## src/rtl/uart_xcvr_param.sv

```systemverilog
// Parametrised full-duplex UART transceiver: configurable data width, parity,
// stop bits, and a first-word-fall-through receive FIFO that reports framing,
// parity and overrun errors.
module uart_xcvr_param #(
  parameter int CLK_DIV    = 104,
  parameter int DATA_BITS  = 8,
  parameter int PARITY     = 0,
  parameter int STOP_BITS  = 1,
  parameter int FIFO_DEPTH = 4
) (
  input  logic                 clk,
  input  logic                 rst_n,
  input  logic                 tx_en_sig,
  input  logic [DATA_BITS-1:0] tx_data,
  output logic                 tx_busy,
  output logic                 tx_done,
  output logic                 tx_pin,
  input  logic                 rx_pin,
  input  logic                 rx_rd,
  output logic                 rx_valid,
  output logic [DATA_BITS-1:0] rx_data,
  output logic                 rx_parity_err,
  output logic                 rx_frame_err,
  output logic                 rx_overrun
);
  localparam int CNT_W = $clog2(STOP_BITS * CLK_DIV + 1);
  localparam int BIT_W = $clog2(DATA_BITS + 1);
  localparam int PTR_W = $clog2(FIFO_DEPTH);
  localparam int OCC_W = $clog2(FIFO_DEPTH + 1);
  localparam logic [CNT_W-1:0] BIT_END  = CNT_W'(CLK_DIV - 1);
  localparam logic [CNT_W-1:0] HALF_END = CNT_W'(CLK_DIV / 2 - 1);
  localparam logic [CNT_W-1:0] STOP_END = CNT_W'(STOP_BITS * CLK_DIV - 1);
  localparam logic [BIT_W-1:0] LAST_BIT = BIT_W'(DATA_BITS - 1);
  localparam logic [OCC_W-1:0] OCC_FULL = OCC_W'(FIFO_DEPTH);

  typedef enum logic [2:0] {S_IDLE, S_START, S_DATA, S_PAR, S_STOP} state_t;

  // Parity bit value that makes a frame carrying payload d satisfy the configured parity.
  function automatic logic par_bit(input logic [DATA_BITS-1:0] d);
    return (PARITY == 1) ? ~(^d) : (^d);
  endfunction

  // ---------------- transmitter ----------------
  state_t               tx_st, tx_st_n;
  logic [CNT_W-1:0]     tx_cnt, tx_cnt_n;
  logic [BIT_W-1:0]     tx_bit, tx_bit_n;
  logic [DATA_BITS-1:0] tx_sh, tx_sh_n;
  logic                 tx_par, tx_par_n, tx_pin_n, tx_done_n;

  // TX control state; tx_pin is registered so the line never glitches.
  always_ff @(posedge clk or negedge rst_n) begin
    if (!rst_n) begin
      tx_st   <= S_IDLE;
      tx_cnt  <= '0;
      tx_bit  <= '0;
      tx_pin  <= 1'b1;
      tx_done <= 1'b0;
    end else begin
      tx_st   <= tx_st_n;
      tx_cnt  <= tx_cnt_n;
      tx_bit  <= tx_bit_n;
      tx_pin  <= tx_pin_n;
      tx_done <= tx_done_n;
    end
  end

  // TX payload shift register and parity bit; only meaningful once a frame is accepted.
  always_ff @(posedge clk) begin
    tx_sh  <= tx_sh_n;
    tx_par <= tx_par_n;
  end

  // TX next state: each state runs one bit period, STOP runs STOP_BITS periods.
  always_comb begin
    tx_st_n   = tx_st;
    tx_cnt_n  = tx_cnt + 1'b1;
    tx_bit_n  = tx_bit;
    tx_sh_n   = tx_sh;
    tx_par_n  = tx_par;
    tx_pin_n  = tx_pin;
    tx_done_n = 1'b0;
    case (tx_st)
      S_IDLE: begin
        tx_cnt_n = '0;
        tx_pin_n = 1'b1;
        if (tx_en_sig) begin
          tx_st_n  = S_START;
          tx_sh_n  = tx_data;
          tx_par_n = par_bit(tx_data);
          tx_pin_n = 1'b0;
        end
      end
      S_START: if (tx_cnt == BIT_END) begin
        tx_st_n  = S_DATA;
        tx_cnt_n = '0;
        tx_bit_n = '0;
        tx_pin_n = tx_sh[0];
      end
      S_DATA: if (tx_cnt == BIT_END) begin
        tx_cnt_n = '0;
        if (tx_bit == LAST_BIT) begin
          if (PARITY != 0) begin
            tx_st_n  = S_PAR;
            tx_pin_n = tx_par;
          end else begin
            tx_st_n  = S_STOP;
            tx_pin_n = 1'b1;
          end
        end else begin
          tx_bit_n = tx_bit + 1'b1;
          tx_sh_n  = tx_sh >> 1;
          tx_pin_n = tx_sh[1];
        end
      end
      S_PAR: if (tx_cnt == BIT_END) begin
        tx_st_n  = S_STOP;
        tx_cnt_n = '0;
        tx_pin_n = 1'b1;
      end
      S_STOP: if (tx_cnt == STOP_END) begin
        tx_st_n   = S_IDLE;
        tx_cnt_n  = '0;
        tx_done_n = 1'b1;
      end
      default: tx_st_n = S_IDLE;
    endcase
  end

  assign tx_busy = (tx_st != S_IDLE);

  // ---------------- receiver ----------------
  logic rx_s1, rx_s2, rx_s3;
  logic rx_fall;

  // Two-flop synchroniser plus one history flop for start-edge detection; idles high.
  always_ff @(posedge clk or negedge rst_n) begin
    if (!rst_n) begin
      {rx_s1, rx_s2, rx_s3} <= 3'b111;
    end else begin
      rx_s1 <= rx_pin;
      rx_s2 <= rx_s1;
      rx_s3 <= rx_s2;
    end
  end

  assign rx_fall = rx_s3 & ~rx_s2;

  state_t               rx_st, rx_st_n;
  logic [CNT_W-1:0]     rx_cnt, rx_cnt_n;
  logic [BIT_W-1:0]     rx_bit, rx_bit_n;
  logic [DATA_BITS-1:0] rx_sh, rx_sh_n;
  logic                 rx_pbit, rx_pbit_n;
  logic                 res_vld, res_vld_n, res_stop, res_stop_n;

  // RX control state; res_vld marks the single frame-resolution cycle.
  always_ff @(posedge clk or negedge rst_n) begin
    if (!rst_n) begin
      rx_st    <= S_IDLE;
      rx_cnt   <= '0;
      rx_bit   <= '0;
      res_vld  <= 1'b0;
      res_stop <= 1'b1;
    end else begin
      rx_st    <= rx_st_n;
      rx_cnt   <= rx_cnt_n;
      rx_bit   <= rx_bit_n;
      res_vld  <= res_vld_n;
      res_stop <= res_stop_n;
    end
  end

  // RX payload and received parity bit; held stable through the resolution cycle.
  always_ff @(posedge clk) begin
    rx_sh   <= rx_sh_n;
    rx_pbit <= rx_pbit_n;
  end

  // RX next state: half-bit start check, then one sample per bit period at mid-bit.
  always_comb begin
    rx_st_n    = rx_st;
    rx_cnt_n   = rx_cnt + 1'b1;
    rx_bit_n   = rx_bit;
    rx_sh_n    = rx_sh;
    rx_pbit_n  = rx_pbit;
    res_vld_n  = 1'b0;
    res_stop_n = res_stop;
    case (rx_st)
      S_IDLE: begin
        rx_cnt_n = '0;
        if (rx_fall) rx_st_n = S_START;
      end
      S_START: if (rx_cnt == HALF_END) begin
        rx_cnt_n = '0;
        rx_bit_n = '0;
        rx_st_n  = rx_s2 ? S_IDLE : S_DATA;
      end
      S_DATA: if (rx_cnt == BIT_END) begin
        rx_cnt_n = '0;
        rx_sh_n  = {rx_s2, rx_sh[DATA_BITS-1:1]};
        rx_bit_n = rx_bit + 1'b1;
        if (rx_bit == LAST_BIT) rx_st_n = (PARITY != 0) ? S_PAR : S_STOP;
      end
      S_PAR: if (rx_cnt == BIT_END) begin
        rx_cnt_n  = '0;
        rx_pbit_n = rx_s2;
        rx_st_n   = S_STOP;
      end
      S_STOP: if (rx_cnt == BIT_END) begin
        rx_cnt_n   = '0;
        res_vld_n  = 1'b1;
        res_stop_n = rx_s2;
        rx_st_n    = S_IDLE;
      end
      default: rx_st_n = S_IDLE;
    endcase
  end

  // Frame resolution: framing beats parity beats overrun; a pop frees room for the push.
  logic par_ok, push_req, fifo_full, push, pop;
  assign par_ok        = (PARITY == 0) || (rx_pbit == par_bit(rx_sh));
  assign rx_frame_err  = res_vld & ~res_stop;
  assign rx_parity_err = res_vld & res_stop & ~par_ok;
  assign push_req      = res_vld & res_stop & par_ok;
  assign pop           = rx_rd & rx_valid;
  assign rx_overrun    = push_req & fifo_full & ~pop;
  assign push          = push_req & (~fifo_full | pop);

  logic [DATA_BITS-1:0] mem [FIFO_DEPTH];
  logic [PTR_W-1:0]     wr_ptr, rd_ptr;
  logic [OCC_W-1:0]     occ;

  assign fifo_full = (occ == OCC_FULL);
  assign rx_valid  = (occ != '0);
  assign rx_data   = rx_valid ? mem[rd_ptr] : '0;

  // FIFO pointers wrap naturally; occupancy separates full from empty.
  always_ff @(posedge clk or negedge rst_n) begin
    if (!rst_n) begin
      wr_ptr <= '0;
      rd_ptr <= '0;
      occ    <= '0;
    end else begin
      if (push) wr_ptr <= wr_ptr + 1'b1;
      if (pop)  rd_ptr <= rd_ptr + 1'b1;
      case ({push, pop})
        2'b10:   occ <= occ + 1'b1;
        2'b01:   occ <= occ - 1'b1;
        default: occ <= occ;
      endcase
    end
  end

  // FIFO storage; a push into a full FIFO reuses the slot vacated by the same-cycle pop.
  always_ff @(posedge clk) begin
    if (push) mem[wr_ptr] <= rx_sh;
  end
endmodule

```

## config.mk

```make
export PLATFORM = sky130hd
export DESIGN_NAME = uart_xcvr_param
export DESIGN_NICKNAME = d
export VERILOG_FILES = /design/src/rtl/uart_xcvr_param.sv
export SDC_FILE = /design/constraint.sdc
export NUM_CORES = 1
export LEC_CHECK = 0
export CORE_UTILIZATION = 53
export CTS_CLUSTER_SIZE = 25
export DETAILED_ROUTE_END_ITERATION = 10
export PLACE_DENSITY = 0.84
export SYNTH_ARGS = -nofsm -noshare
export SYNTH_HDL_FRONTEND = slang
export SYNTH_SLANG_ARGS = --single-unit
```

## constraint.sdc

```tcl
create_clock -name clk -period 2.8 [get_ports clk]
set_clock_uncertainty 0.05 [all_clocks]
set_input_delay 0.42 -clock clk [delete_from_list [all_inputs] [get_ports clk]]
set_output_delay 0.42 -clock clk [all_outputs]
set_load 0.05 [all_outputs]
```

# Yosys cells after proc, flatten, opt, wreduce, memory -nomap -nowiden
# Memories as Yosys holds them, arrays and structs flattened.
# Index checks and enable logic that the tools add are counted.
# op_classes
addsub	8
n_eq_ne	29
muxes	45
bitwise_logic	12
n_reduce_logical	19
# op_table
cell	n
$mux 3	12
$mux 8	4
$pmux 3 s5	2
$ne 2x2->1 const B	13
$mux 7	3
$pmux 7 s3	1
$mux 4	5
$pmux 4 s2	2
$pmux 8 s2	1
$add 7x1->7 const B	2
$eq 7x7->1 const B	2
$pmux 7 s2	1
$eq 3x2->1 const B	4
$reduce_and 4->1	3
$reduce_and 6->1	2
$mux 1	11
$eq 3x3->1 const B	3
$add 4x1->4 const B	2
$eq 4x3->1 const B	2
$reduce_bool 2->1	4
$and 1x1->1	7
$eq 7x6->1 const B	1
$eq 3x1->1 const B	2
$logic_not 3->1	2
16 further kinds	22
# totals
reg_bits	58
mem_bits_rw	32
input_bits	13
output_inout_bits	15
elab_cells	132
memories	1
# mem_list
memory	depth	word_bits	rd	rd_ports_with_merged_regs	write_ports	line_no	text
mem	4	8	1	0	1	228	logic [DATA_BITS-1:0] mem [FIFO_DEPTH];

# Logic depth before layout (Yosys ltp)
# depth
word_depth	6
ltp_mapped	10
mapped_depth_nobuf	9

# Worst setup path before layout
# OpenSTA, ideal clock, no wires.
# synth_path
kind	flip-flop to flip-flop
startpoint	reg occ[0]
endpoint	reg occ[2]
setup_time_ns	0.079
t_arrival_ns	2.268
required_ns	2.671
slack_ns	0.402
stages_incl_launch_ff	10
path_buffers	1
synth_period_minus_slack_ns	2.398
cell_sequence	dfrtp_1 > or3_1 > clkbuf_1 > and2_1 > ha_1 > inv_1 > fa_1 > xor2_1 > nor2_1 > xor2_1
# synth_via
elab_chain_cells	6
elab_cells_between_ends	12
classes_between	add/sub (2); eq/ne (3); mux (1); bitwise (4); reduce/logical (2)
# synth_rtl
item	line_no	text
start, declared	230	logic [OCC_W-1:0] occ;
start signal, assigned	246	2'b10: occ <= occ + 1'b1;
start signal, assigned	247	2'b01: occ <= occ - 1'b1;
$reduce_bool 3->1 (*)	233	assign rx_valid = (occ != '0);
named net rx_valid	20	output logic rx_valid,
$and 1x1->1 (*)	224	assign pop = rx_rd & rx_valid;
named net pop	219	logic par_ok, push_req, fifo_full, push, pop;
$or 1x1->1	226	assign push = push_req & (~fifo_full | pop);
$and 1x1->1	226	
$eq 2x1->1 or $eq 2x2->1 (tied branches)	245	case ({push, pop})
$pmux 3 s2 or $reduce_bool 2->1 (tied branches)	n/a	
# Mark *: on every way through the listed nets, which the timed path passes. The rest lies on a longest branch.
# A chain may end at the register's enable or synchronous reset.

# Final worst setup path
# layout_path
startpoint	reg occ[2]
endpoint	out rx_valid
# layout_via
elab_chain_cells	1
# layout_rtl
item	line_no
$reduce_bool 3->1	233
end, declared	20
# Every way passes these cells.

==> metrics.cfg <==
[run_status]
status = finished clean

[power_and_ir_drop]
peakVddDrop_mv = 0.300
power-per-cell-area_nw_per_um2 = 738
p_leak_uw = 0.00179
power_uw = 3360

[synthesis]
ys_ff_latch = 90
ys_warn_count = 0
synth-compound-area-share_pct = 4.85
yosysSeqAreaShare_pct = 62.5
synth_fa_ha_area_share_pct = 3.60
synth_xor_area_share_pct = 3.72
synthMuxAreaShare_pct = 7.54
synth_simple_gate_area_share_pct = 15.0
synth_nets = 317
synthArstFlopShare_pct = 46.7
synth_edf_count = 48
synth_top_family_by_area = simple AND/OR/NAND/NOR gates
syn_avg_cell_area_um2 = 13.6
ys.flop_type = edfxtp_1
syn_inst = 294
yosysUniqueCellTypes = 54
netlist_area_um2 = 4000

[global_routing]
grtUsageMet3_pct = 3.92
grt_util_met2_pct = 30.8
grt_max_degree = 43
grt_pass1_vias = 2261
busiest_layer = met2
overflow = 0
grtUsageMet1_pct = 23.6
grt_pass1_wl_mm = 10.8
grt_usage_pct = 18.6
antenna_found_initial = 0

[min_path]
hold_path_class = primary input to asynchronous set/reset pin

[timing]
hold_viol_final = 0
worst_slew_pin_slew_ns = 0.923
finalSetupTns_ns = 0
fin_crit_sh_pct = 90.1
setup_violations = 0
fmaxAchievable_ghz = 0.396
relSlewSlack_pct = 38.5
drv_slew = 0
rsz0062_at_grt = false
min_period_ns = 2.52

[layout]
final_cells = 427
finalNetCount = 346
diodes = 0
drive_gt1_share_pct = 17.1
utilization_pct = 62.4
synthToLayoutAreaGrowth_pct = 13.7
design_area_um2 = 4550

[placement]
place_area_um2 = 4350
io_buffers = 26
dp.final_hpwl_mm = 4.33
placed_cells = 411
gp_congestion = 0.801

[worst_setup_path]
cp_cell_sequence = or3_1, clkdlybuf4s50_1
crit_arrival_ns = 2.05
critical_path_class = register to output pin
crit_required_ns = 2.33
slowest_delay_ns = 0.76
cp-end-kind = output pin
startpoint_type = register
crit_slowest_cell = clkdlybuf4s50_1
cp_max_fo = 10

[cts]
post-cts-setup-buffers = 0
cts.path.max_buffers = 2
root_buffer = clkbuf_8
cts_tree = built
path_clk_slew_ns = 0.09
cts_sinks = 90
numCtsBuffers = 9
htree_num_levels = 3
insertion_delay_ns = 0.36

[route]
routed_wl_mm = 6.38
num_vias = 2321
drcViolationCount = 0
drt_pass1_iterations = 4
detail_route.vias_per_cell = 5.44
drt_iter0_drc = 163
wl_per_cell_um = 14.9
antenna_left = 0

[die]
start_util_pct = 54.8
die_x_um = 88.9
die-area_um2 = 7900
num_rows = 31
die_height_um = 88.9
pin_count = 28
core_um2 = 7290

[run]
drv_cap = 0

[worst max-delay path, delay by kind of cell (launching register included)]
family	cells	cell delay, ns
flip-flops	1	0.42
AND/OR/NAND/NOR	1	0.52
buffers and inverters	1	0.76
[placed cells by master, fill, tap and decap left out, drive strengths merged, types with 3 or more instances in the layout]
master	synthesis	layout
a21oi	9	9
and2	13	13
and3	3	3
buf	7	13
clkbuf	6	9
clkdlybuf4s50	0	16
clkinvlp	0	3
dfrtp	37	37
dfstp	5	5
edfxtp	48	48
ha	9	9
inv	13	14
mux2	9	9
mux4	8	8
nand2	18	18
nand3	10	10
nand3b	6	6
nor2	23	23
nor2b	8	8
o21ai	7	7
o31ai	3	3
xnor2	9	9
xor2	8	8
[power breakdown]
part | total [uW] | internal (uW) | switching, uW
sequential | 1590 | 1470 | 122
clock | 872 | 409 | 463
combinational | 896 | 386 | 510
total | 3360 | 2260 | 1090
[cell type report]
| cell class | instances | area [um2] |
|---|---|---|
| Clock buffer | 9 | 124 |
| Clock inverter | 7 | 68.8 |
| Fill cell | 597 | 2750 |
| Inverter | 13 | 48.8 |
| Multi-Input combinational cell | 178 | 1390 |
| Sequential cell | 90 | 2500 |
| Tap cell | 99 | 124 |
| Timing Repair Buffer | 31 | 293 |
[path summary, 6_finish.rpt]
path                            slack (ns)  cells after the start       end    from
worst max-delay path                  0.28                      2  rx_valid  occ[2]
worst min-delay path                  0.13                      1  tx_st[2]   rst_n
worst max register to register        0.48                      9    occ[2]  occ[0]
worst min register to register        0.31                      0     rx_s2   rx_s1
max in group asynchronous             1.98                      1  rx_st[0]   rst_n
min in group clk                      0.31                      0     rx_s2   rx_s1
[synth_stat cells, drive strengths merged (3+ instances only)]
library cell  count  area (um2)
o21ai             7        35.0
ha                9         113
nand2            18        67.6
edfxtp           48        1440
nor2             23        86.3
mux4              8         180
xor2              8        70.1
dfrtp            37         926
clkbuf            6        23.8
nor2b             8        50.1
dfstp             5         131
nand3            10        50.1
xnor2             9        78.8
nand3b            6        70.1
inv              13        48.8
o31ai             3        22.5
a21oi             9        45.0
and3              3        18.8
buf               7        37.5
and2             13        81.3
mux2              9         101
[repair_timing]
item                       in CTS  in global routing
setup endpoints to repair       0                  2
hold buffers                    0                  0
resized for setup               0                  2
[registers in the layout (all words and copies together) (netlist names)]
name / cells
tx_sh: 8
rx_bit: 4
rx_s3: 1
rx_s1: 1
res_stop: 1
rx_s2: 1
rd_ptr: 2
rx_cnt: 7
tx_pin: 1
rx_st: 3
tx_done: 1
mem: 32
occ: 3
res_vld: 1
tx_bit: 4
tx_cnt: 7
tx_st: 3
rx_sh: 8
wr_ptr: 2
[logic make-up (layout without fill, tap and decap cells)]
group / count (synthesis) / count (layout)
AOI/OAI and AO/OA: 30 / 30
xor gates and xnor gates: 17 / 17
adders and majority gates: 11 / 11
buffers and inverters: 26 / 60
DFF: 90 / 90
muxes: 19 / 19
other: 1 / 1
and+or+nand+nor: 100 / 100
[layer usage]
| metal | vias up | wire [um] |
|---|---|---|
| met4 | 0 | 104 |
| met1 | 1170 | 2950 |
| li1 | 1109 | - |
| met3 | 10 | 172 |
| met2 | 32 | 3160 |
| met5 | - | 0 |
[through the flow]
step,hold WS (ns),worst slack [ns]
finish,0.129,0.276
global placement,0.296,0.144
floorplan,0.0744,0.402
global route,0.211,0.196
detailed placement,0.298,0.0794
CTS,0.156,0.0548
Power figures use the tool's default switching activity.
